[src/rtl/window_gen_3x3_if.sv]
// Pixel-in / window-out bundle between the line-buffer reader and the MAC stage.
// Handshake: en is a valid strobe with no ready; a pixel is taken on every rising clk with en=1.
interface window_gen_3x3_if #(
    parameter int IMG_W = 4,
    parameter int IMG_H = 4,
    parameter int DW    = 8
);
    localparam int RW = $clog2(IMG_H);
    localparam int CW = $clog2(IMG_W);

    logic            en;
    logic [DW-1:0]   pixel_in;
    logic [9*DW-1:0] window;
    logic            win_valid;
    logic            frame_done;
    logic [RW-1:0]   row_cnt;
    logic [CW-1:0]   col_cnt;

    modport master (
        output en, pixel_in,
        input  window, win_valid, frame_done, row_cnt, col_cnt
    );

    modport slave (
        input  en, pixel_in,
        output window, win_valid, frame_done, row_cnt, col_cnt
    );
endinterface

[src/rtl/window_gen_3x3.sv]
// 3x3 window generator: two IMG_W-deep line delays feed a 3x3 tap array; only
// fully-interior windows are registered out, one cycle after the completing pixel.
module window_gen_3x3 #(
    parameter int IMG_W = 4,
    parameter int IMG_H = 4,
    parameter int DW    = 8
) (
    input  logic               clk,
    input  logic               rst,
    window_gen_3x3_if.slave    bus
);
    localparam int RW = $clog2(IMG_H);
    localparam int CW = $clog2(IMG_W);

    logic [DW-1:0]   line1_q [IMG_W];
    logic [DW-1:0]   line1_d [IMG_W];
    logic [DW-1:0]   line2_q [IMG_W];
    logic [DW-1:0]   line2_d [IMG_W];
    logic [DW-1:0]   taps_q  [9];
    logic [DW-1:0]   taps_d  [9];
    logic [9*DW-1:0] window_q, window_d;
    logic            win_valid_q, win_valid_d;
    logic            frame_done_q, frame_done_d;
    logic [RW-1:0]   row_q, row_d;
    logic [CW-1:0]   col_q, col_d;

    always_comb begin
        line1_d      = line1_q;
        line2_d      = line2_q;
        taps_d       = taps_q;
        window_d     = window_q;
        row_d        = row_q;
        col_d        = col_q;
        win_valid_d  = 1'b0;
        frame_done_d = 1'b0;
        if (bus.en) begin
            line1_d[0] = bus.pixel_in;
            line2_d[0] = line1_q[IMG_W-1];
            for (int k = 1; k < IMG_W; k++) begin
                line1_d[k] = line1_q[k-1];
                line2_d[k] = line2_q[k-1];
            end
            for (int i = 0; i < 3; i++) begin
                taps_d[3*i]   = taps_q[3*i+1];
                taps_d[3*i+1] = taps_q[3*i+2];
            end
            // Oldest line on top, newest pixel bottom-right.
            taps_d[2] = line2_q[IMG_W-1];
            taps_d[5] = line1_q[IMG_W-1];
            taps_d[8] = bus.pixel_in;

            if (col_q == CW'(IMG_W-1)) begin
                col_d = '0;
                row_d = (row_q == RW'(IMG_H-1)) ? '0 : row_q + RW'(1);
            end else begin
                col_d = col_q + CW'(1);
            end

            // Row gating also keeps stale line-delay contents from a prior frame out.
            if (row_q >= RW'(2) && col_q >= CW'(2)) begin
                win_valid_d  = 1'b1;
                frame_done_d = (row_q == RW'(IMG_H-1)) && (col_q == CW'(IMG_W-1));
                for (int k = 0; k < 9; k++) begin
                    window_d[DW*k +: DW] = taps_d[k];
                end
            end
        end
    end

    always_ff @(posedge clk) begin
        if (rst) begin
            for (int k = 0; k < IMG_W; k++) begin
                line1_q[k] <= '0;
                line2_q[k] <= '0;
            end
            for (int k = 0; k < 9; k++) begin
                taps_q[k] <= '0;
            end
            window_q     <= '0;
            win_valid_q  <= 1'b0;
            frame_done_q <= 1'b0;
            row_q        <= '0;
            col_q        <= '0;
        end else begin
            line1_q      <= line1_d;
            line2_q      <= line2_d;
            taps_q       <= taps_d;
            window_q     <= window_d;
            win_valid_q  <= win_valid_d;
            frame_done_q <= frame_done_d;
            row_q        <= row_d;
            col_q        <= col_d;
        end
    end

    assign bus.window     = window_q;
    assign bus.win_valid  = win_valid_q;
    assign bus.frame_done = frame_done_q;
    assign bus.row_cnt    = row_q;
    assign bus.col_cnt    = col_q;
endmodule

[src/flat_wrapper.sv]
// flat-port wrapper written by rule: the top's interface ports become plain ports
module window_gen_3x3_flat 
#(
    parameter int IMG_W = 4,
    parameter int IMG_H = 4,
    parameter int DW    = 8
)
  (clk, rst, bus_en, bus_pixel_in, bus_window, bus_win_valid, bus_frame_done, bus_row_cnt, bus_col_cnt);
  window_gen_3x3_if #(.IMG_W(IMG_W), .IMG_H(IMG_H), .DW(DW)) bus_i ();
  input  logic clk;
  input  logic rst;
  input wire logic [$bits(bus_i.en)-1:0] bus_en;
  input wire logic [$bits(bus_i.pixel_in)-1:0] bus_pixel_in;
  output wire logic [$bits(bus_i.window)-1:0] bus_window;
  output wire logic [$bits(bus_i.win_valid)-1:0] bus_win_valid;
  output wire logic [$bits(bus_i.frame_done)-1:0] bus_frame_done;
  output wire logic [$bits(bus_i.row_cnt)-1:0] bus_row_cnt;
  output wire logic [$bits(bus_i.col_cnt)-1:0] bus_col_cnt;
  assign bus_i.en = bus_en;
  assign bus_i.pixel_in = bus_pixel_in;
  assign bus_window = bus_i.window;
  assign bus_win_valid = bus_i.win_valid;
  assign bus_frame_done = bus_i.frame_done;
  assign bus_row_cnt = bus_i.row_cnt;
  assign bus_col_cnt = bus_i.col_cnt;
  window_gen_3x3 #(.IMG_W(IMG_W), .IMG_H(IMG_H), .DW(DW)) u_core (.clk(clk), .rst(rst), .bus(bus_i));
endmodule
[config.mk]
export PLATFORM = sky130hd
export DESIGN_NAME = window_gen_3x3_flat
export DESIGN_NICKNAME = d
export VERILOG_FILES = /design/src/rtl/window_gen_3x3_if.sv /design/src/rtl/window_gen_3x3.sv /design/src/flat_wrapper.sv
export SDC_FILE = /design/constraint.sdc
export NUM_CORES = 1
export LEC_CHECK = 0
export CAP_MARGIN = 30
export CELL_PAD_IN_SITES_DETAIL_PLACEMENT = 1
export CELL_PAD_IN_SITES_GLOBAL_PLACEMENT = 1
export CORE_ASPECT_RATIO = 1.1
export CORE_MARGIN = 1.5
export CORE_UTILIZATION = 37
export DETAILED_ROUTE_END_ITERATION = 12
export GPL_TIMING_DRIVEN = 0
export PLACE_DENSITY = 0.71
export SLEW_MARGIN = 20
export SYNTH_ARGS = -nofsm -noshare
export SYNTH_HDL_FRONTEND = slang
export SYNTH_SLANG_ARGS = --single-unit
export TNS_END_PERCENT = 10
[constraint.sdc]
create_clock -name clk -period 1.81 [get_ports clk]
set_clock_uncertainty 0.2 [all_clocks]
set_input_delay 0.2715 -clock clk [delete_from_list [all_inputs] [get_ports clk]]
set_output_delay 0.2715 -clock clk [all_outputs]
set_load 0.1 [all_outputs]
==> results of run 1 <==
==> how the worst max path moves through the flow <==
| stage | start | endpoint | slack (ps) | depth (start not counted) |
|---|---|---|---|---|
| final | u_core.bus.window[26]$_SDFFE_PP0P_ | bus_window[26] | 30 | 1 |
| after global placement | u_core.bus.col_cnt[1]$_SDFFE_PP0P_ | bus_col_cnt[1] | -160 | 1 |
| after CTS | u_core.bus.window[23]$_SDFFE_PP0P_ | bus_window[23] | -7 | 1 |
| after detailed placement | u_core.bus.window[40]$_SDFFE_PP0P_ | bus_window[40] | -160 | 1 |
| after global routing | u_core.bus.window[10]$_SDFFE_PP0P_ | bus_window[10] | 0.1 | 1 |
| after floorplan | u_core.bus.col_cnt[0]$_SDFFE_PP0P_ | u_core.bus.window[0]$_SDFFE_PP0P_ | 9 | 6 |
==> sequential cells by signal, indices dropped and copies added, names as in the netlist <==
name and count:
u_core.bus.window 72, u_core.taps_q 40, u_core.line2_q 24, u_core.line1_q 16, u_core.bus.col_cnt 2, u_core.bus.row_cnt 2, u_core.bus.frame_done 1, u_core.bus.win_valid 1
==> cells in the final DEF, fill, tap and decap left out, types with 2 or more instances in the layout <==
cell type and n:
clkinvlp_4 2, clkdlybuf4s50_1 8, buf_2 80, nand2b_1 145, mux2i_1 152, buf_4 5
clkbuf_8 2, bufinv_16 4, dfxtp_4 4, ha_1 4, nor2_1 82, dfxtp_1 154
clkdlybuf4s18_2 12, clkbuf_1 14, inv_1 2, clkdlybuf4s15_2 3, a21oi_1 3, clkbuf_16 18
buf_12 8, clkinv_2 3
==> layout make-up <==
cell class / count / area share [%]
Tap cell: 234 / 3.71
Buffer: 43 / 4.20
Clock buffer: 21 / 6.10
Sequential cell: 158 / 40.3
Inverter: 2 / 0.0951
Multi-Input combinational cell: 395 / 36.5
Clock inverter: 10 / 2.01
Timing Repair Buffer: 87 / 7.08
==> power breakdown <==
part,total [W],switching (W),internal (W)
Combinational,0.000396,0.000229,0.000167
Clock,0.00387,0.00142,0.00245
Sequential,0.00353,0.0000284,0.00350
==> layer usage <==
layer,vias up,global-route usage (%)
li1,2172,-
met5,-,0
met3,19,3.76
met4,0,6.74
met2,65,31.9
met1,2158,22.2
==> stage by stage <==
step                      cells  setup TNS (ps)
after floorplan             598               0
after global placement      918           -8720
after detailed placement    918           -9090
after CTS                   950           -6.62
after global routing        950               0
final                       950               0
==> cells by family (layout without fill, tap and decap cells) <==
| family | count (synthesis) | in the layout | synth area share [%] |
|---|---|---|---|
| AO/OA/AOI/OAI | 8 | 8 | 1.10 |
| flip-flops | 158 | 158 | 49.5 |
| multiplexers | 152 | 152 | 23.8 |
| buffers and inverters | 45 | 163 | 5.31 |
| adder cells (fa/ha/maj) | 4 | 4 | 0.784 |
| AND/OR/NAND/NOR | 231 | 231 | 19.5 |
==> timing repair <==
action                                  CTS  global route
hold endpoints to repair                  1             0
cloned                                    0             0
endpoints found under the setup margin   78            53
hold buffers                              1             0
resized for setup                       302            70
==> impl_metrics.ini, run 1 <==
[critical_path]
critical_path_buf_inv_count = 1
worst_setup_path_end_kind = primary output
r2r_setup_slack_ps = 140
slowest_stage = clkdlybuf4s18_2
crit_family = buffers and inverters
critPathMaxStageDelay_ps = 540
worst-setup-path-type = flop to primary output
rr_worst_depth = 6
r2r-start = u_core.bus.col_cnt[0]$_SDFFE_PP0P_
startpoint_type = flop
path_max_fanout = 2
cp_data_required_time_ps = 1340
cp_cell_sequence = clkdlybuf4s18_2
r2r-end = u_core.bus.window[39]$_SDFFE_PP0P_
arrival_ps = 1310

[worst_hold_path]
min_from = rst
whs_path_depth = 3
whs_endpoint = u_core.bus.window[26]$_SDFFE_PP0P_
min_path_type = primary input to flop

[die]
fp.coreArea_um2 = 17000
io_pins = 89
fp.dieH_um = 141
fp-row-count = 50
start_util_pct = 37.7
die_w_um = 128
die_area_um2 = 18100

[routing]
detail_route.wl_per_cell_um = 16.3
drt_iter0_drc = 157
met2_length_um = 7880
met3_length_um = 483
routed.top_layer = met4
drtPass1Iterations = 4
num_vias = 4414
route.detailed.drc = 0
vias_per_cell = 4.65
routed_wl_um = 15500
drt-met1-wl_um = 6900
postRouteAntennaNets = 0

[clocking]
tritoncts = built
path_clk_slew_ps = 60
cts_buffers = 17
postCtsSetupBuffers = 0
cts-root-buf = clkbuf_16
clock_sinks = 158
clock_latency_ps = 430
htree_levels = 4
clk_path_buf_depth = 2

[outcome]
status = completed

[place]
port_buffers = 86
dpl_cell_area_um2 = 7560
place_hpwl_um = 11300
dp_slack_ps = -156
gp_congestion = 0.756

[timing]
fmax_mhz = 563
hold_viol = 0
max_slew.worst_pin.slew_ps = 546
hold_ws_ps = 50.6
report.final.slew_viol_count = 0
fin_ws_ps = 32.8
period_needed_ps = 1780
rsz0062_at_grt = false
min_period_over_period_pct = 98.2
setup_viol = 0
slew_headroom_pct = 63.8

[layout]
nets = 719
diodes = 0
multi_input_area_um2 = 2890
ff_latch_area_um2 = 3180
fin_area_um2 = 7900
areaGrowthSynthToFinish_pct = 23.6
fillerInstances = 1896
drive_above_1_share_pct = 20.3
final_util_pct = 46.6

[pwr]
power_density_nw_per_um2 = 987
peakVddDrop_v = 0.000704
p_total_w = 0.00779
p_leak_nw = 3.18

[grt]
overflow = 0
grt_pass1_wl_um = 25500
grt_pass1_vias = 4737
grt_max_degree = 17
antenna_found_initial = 0
grt_usage_pct = 18.3

[logic_synthesis]
ys_types = 20
synthTopCellsByArea = dfxtp_1 50%, mux2i_1 24%, nand2b_1 14%, nor2_1 4.8%, buf_12 2.5%
synth_seq_area_share_pct = 49.5
synthesis.nets = 613
synth_cells = 598
synth_most_common_cell = dfxtp_1
netlist_area_um2 = 6390
synth.largest_area_cell = dfxtp_1
synth.avg_cell_area_um2 = 10.7
synth_edf_count = 0
yosys_register_bits = 158
yosys-top-cells-count = 158 x dfxtp_1, 152 x mux2i_1, 145 x nand2b_1
synth_ff_type = dfxtp_1
ys.warnings.count = 0
synth_top_area_share_pct = 49.5
synthArstFlopShare_pct = 0

[run]
cap_viol_max_count = 0
No activity file was read; power rests on OpenSTA's default activity.
==> run 2, diff against run 1 <==
PLACE_DENSITY = 0.7   (was 0.71)
==> impl_metrics.ini, run 2 (synthesized netlist as in run 1, its figures left out) <==
[outcome]
status = completed

[layout]
areaGrowthSynthToFinish_pct = 23.9
multi_input_area_um2 = 2890
layout_commonest_cell = dfxtp_1
layout_common_cells = 154 x dfxtp_1, 152 x mux2i_1, 145 x nand2b_1
drive_above_1_share_pct = 19.4
fillerInstances = 1906
diodes = 0
largest_reg_flops = 72
final_util_pct = 46.7
nets = 719
ff_latch_area_um2 = 3180

[die]
start_util_pct = 37.7
fp.dieH_um = 141
die_w_um = 128
die_area_um2 = 18100
io_pins = 89
fp.coreArea_um2 = 17000
fp-row-count = 50

[place]
place_hpwl_um = 11200
port_buffers = 86
gp_congestion = 0.736

[timing]
min_period_over_period_pct = 98.1
slew_headroom_pct = 63.6
max_slew.worst_pin.slew_ps = 548
hold_ws_ps = 66.7
period_needed_ps = 1780
rsz0062_at_grt = false
report.final.slew_viol_count = 0
finalSetupTns_ps = 0
fmax_mhz = 563
hold_viol = 0
setup_viol = 0

[critical_path]
critical_path_buf_inv_count = 1
rr_worst_depth = 6
timing.critical_path.to = bus_window[5]
cp_cell_sequence = clkdlybuf4s18_2
worst-setup-path-type = flop to primary output
critPathLaunch = u_core.bus.window[5]$_SDFFE_PP0P_
crit_family = buffers and inverters
r2r_setup_slack_ps = 150
r2r-end = u_core.bus.window[62]$_SDFFE_PP0P_
path_depth = 1
cp_data_required_time_ps = 1340
worst_setup_path_end_kind = primary output
arrival_ps = 1300
slowest_stage = clkdlybuf4s18_2
r2r-start = u_core.bus.col_cnt[0]$_SDFFE_PP0P_
path_max_fanout = 2
critPathMaxStageDelay_ps = 550
startpoint_type = flop

[clocking]
postCtsSetupBuffers = 0
htree_levels = 4
cts_buffers = 17
clock_latency_ps = 420
clk_path_buf_depth = 2
cts-root-buf = clkbuf_16
path_clk_slew_ps = 60
tritoncts = built
clock_sinks = 158

[routing]
postRouteAntennaNets = 0
detail_route.wl_per_cell_um = 16.3
drt_iter0_drc = 160
drtPass1Iterations = 4
route.detailed.drc = 0
met2_length_um = 7720
routed.top_layer = met4
vias_per_cell = 4.67
num_vias = 4425
drt-met1-wl_um = 7010
routed_wl_um = 15400
met3_length_um = 416

[worst_hold_path]
min_path_type = primary input to flop
whs_path_depth = 3

[pwr]
combinationalPowerShare_pct = 5.5
p_total_w = 0.00714
clockPowerShare_pct = 45.0
p_sw_w = 0.00157
seqPwrFrac_pct = 49.5
p_sw_share_pct = 21.9
p_leak_nw = 3.09
p_int_w = 0.00558
power_density_nw_per_um2 = 903
peakVddDrop_v = 0.000592

[grt]
antenna_found_initial = 0
grt_pass1_wl_um = 25400
grt_usage_pct = 18.1
grt_pass1_vias = 4744
overflow = 0
grt_max_degree = 17

[run]
cap_viol_max_count = 0
-- run 2: repair_timing --
item,CTS,global route
pin swaps,0,0
hold endpoints to repair,1,0
setup endpoints to repair,78,37
hold buffers,1,0
gates resized for setup,298,42
-- run 2: worst min-delay path by stage --
| stage | to | slack, ps | startpoint |
|---|---|---|---|
| finish | u_core.bus.window[21]$_SDFFE_PP0P_ | 70 | rst |
| global placement | u_core.bus.window[19]$_SDFFE_PP0P_ | 260 | u_core.bus.window[19]$_SDFFE_PP0P_ |
| floorplan | u_core.taps_q[0]$_SDFFE_PP0P_ | 220 | bus_pixel_in[0] |
| detailed placement | u_core.bus.window[60]$_SDFFE_PP0P_ | 260 | u_core.bus.window[60]$_SDFFE_PP0P_ |
| global route | u_core.bus.window[24]$_SDFFE_PP0P_ | 90 | rst |
| CTS | u_core.bus.window[24]$_SDFFE_PP0P_ | 50 | rst |
-- run 2: per-stage QoR --
| step | worst slack (ps) | std cells | area, um^2 |
|---|---|---|---|
| global route | 0.194 | 947 | 7910 |
| finish | 34.1 | 947 | 7910 |
| detailed placement | -174 | 918 | 7560 |
| CTS | -3.37 | 947 | 8040 |
| global placement | -159 | 918 | 7560 |
| floorplan | 9.03 | 598 | 6400 |
-- run 2: layer usage --
layer / global-route usage, % / vias up
met4: 6.56 / 0
met5: 0 / -
li1: - / 2172
met3: 3.45 / 22
met1: 22.2 / 2158
met2: 31.6 / 73
-- run 2: cell type report --
cell class                      instances  share of cell area, %
Tap cell                              234                   3.70
Clock inverter                          1                 0.0632
Sequential cell                       158                   40.2
Buffer                                 43                   4.19
Multi-Input combinational cell        395                   36.5
Inverter                                2                 0.0949
Clock buffer                           27                   6.48
Timing Repair Buffer                   87                   8.85
-- run 2: power groups by stage --
stage,clock [W],combinational [W],sequential (W)
finish,0.00321,0.000396,0.00353
global route,0.00343,0.000426,0.00354
CTS,0.00330,0.000402,0.00353
detailed placement,0,0.000402,0.00361
global placement,0,0.000396,0.00361
floorplan,0,0.000251,0.00365
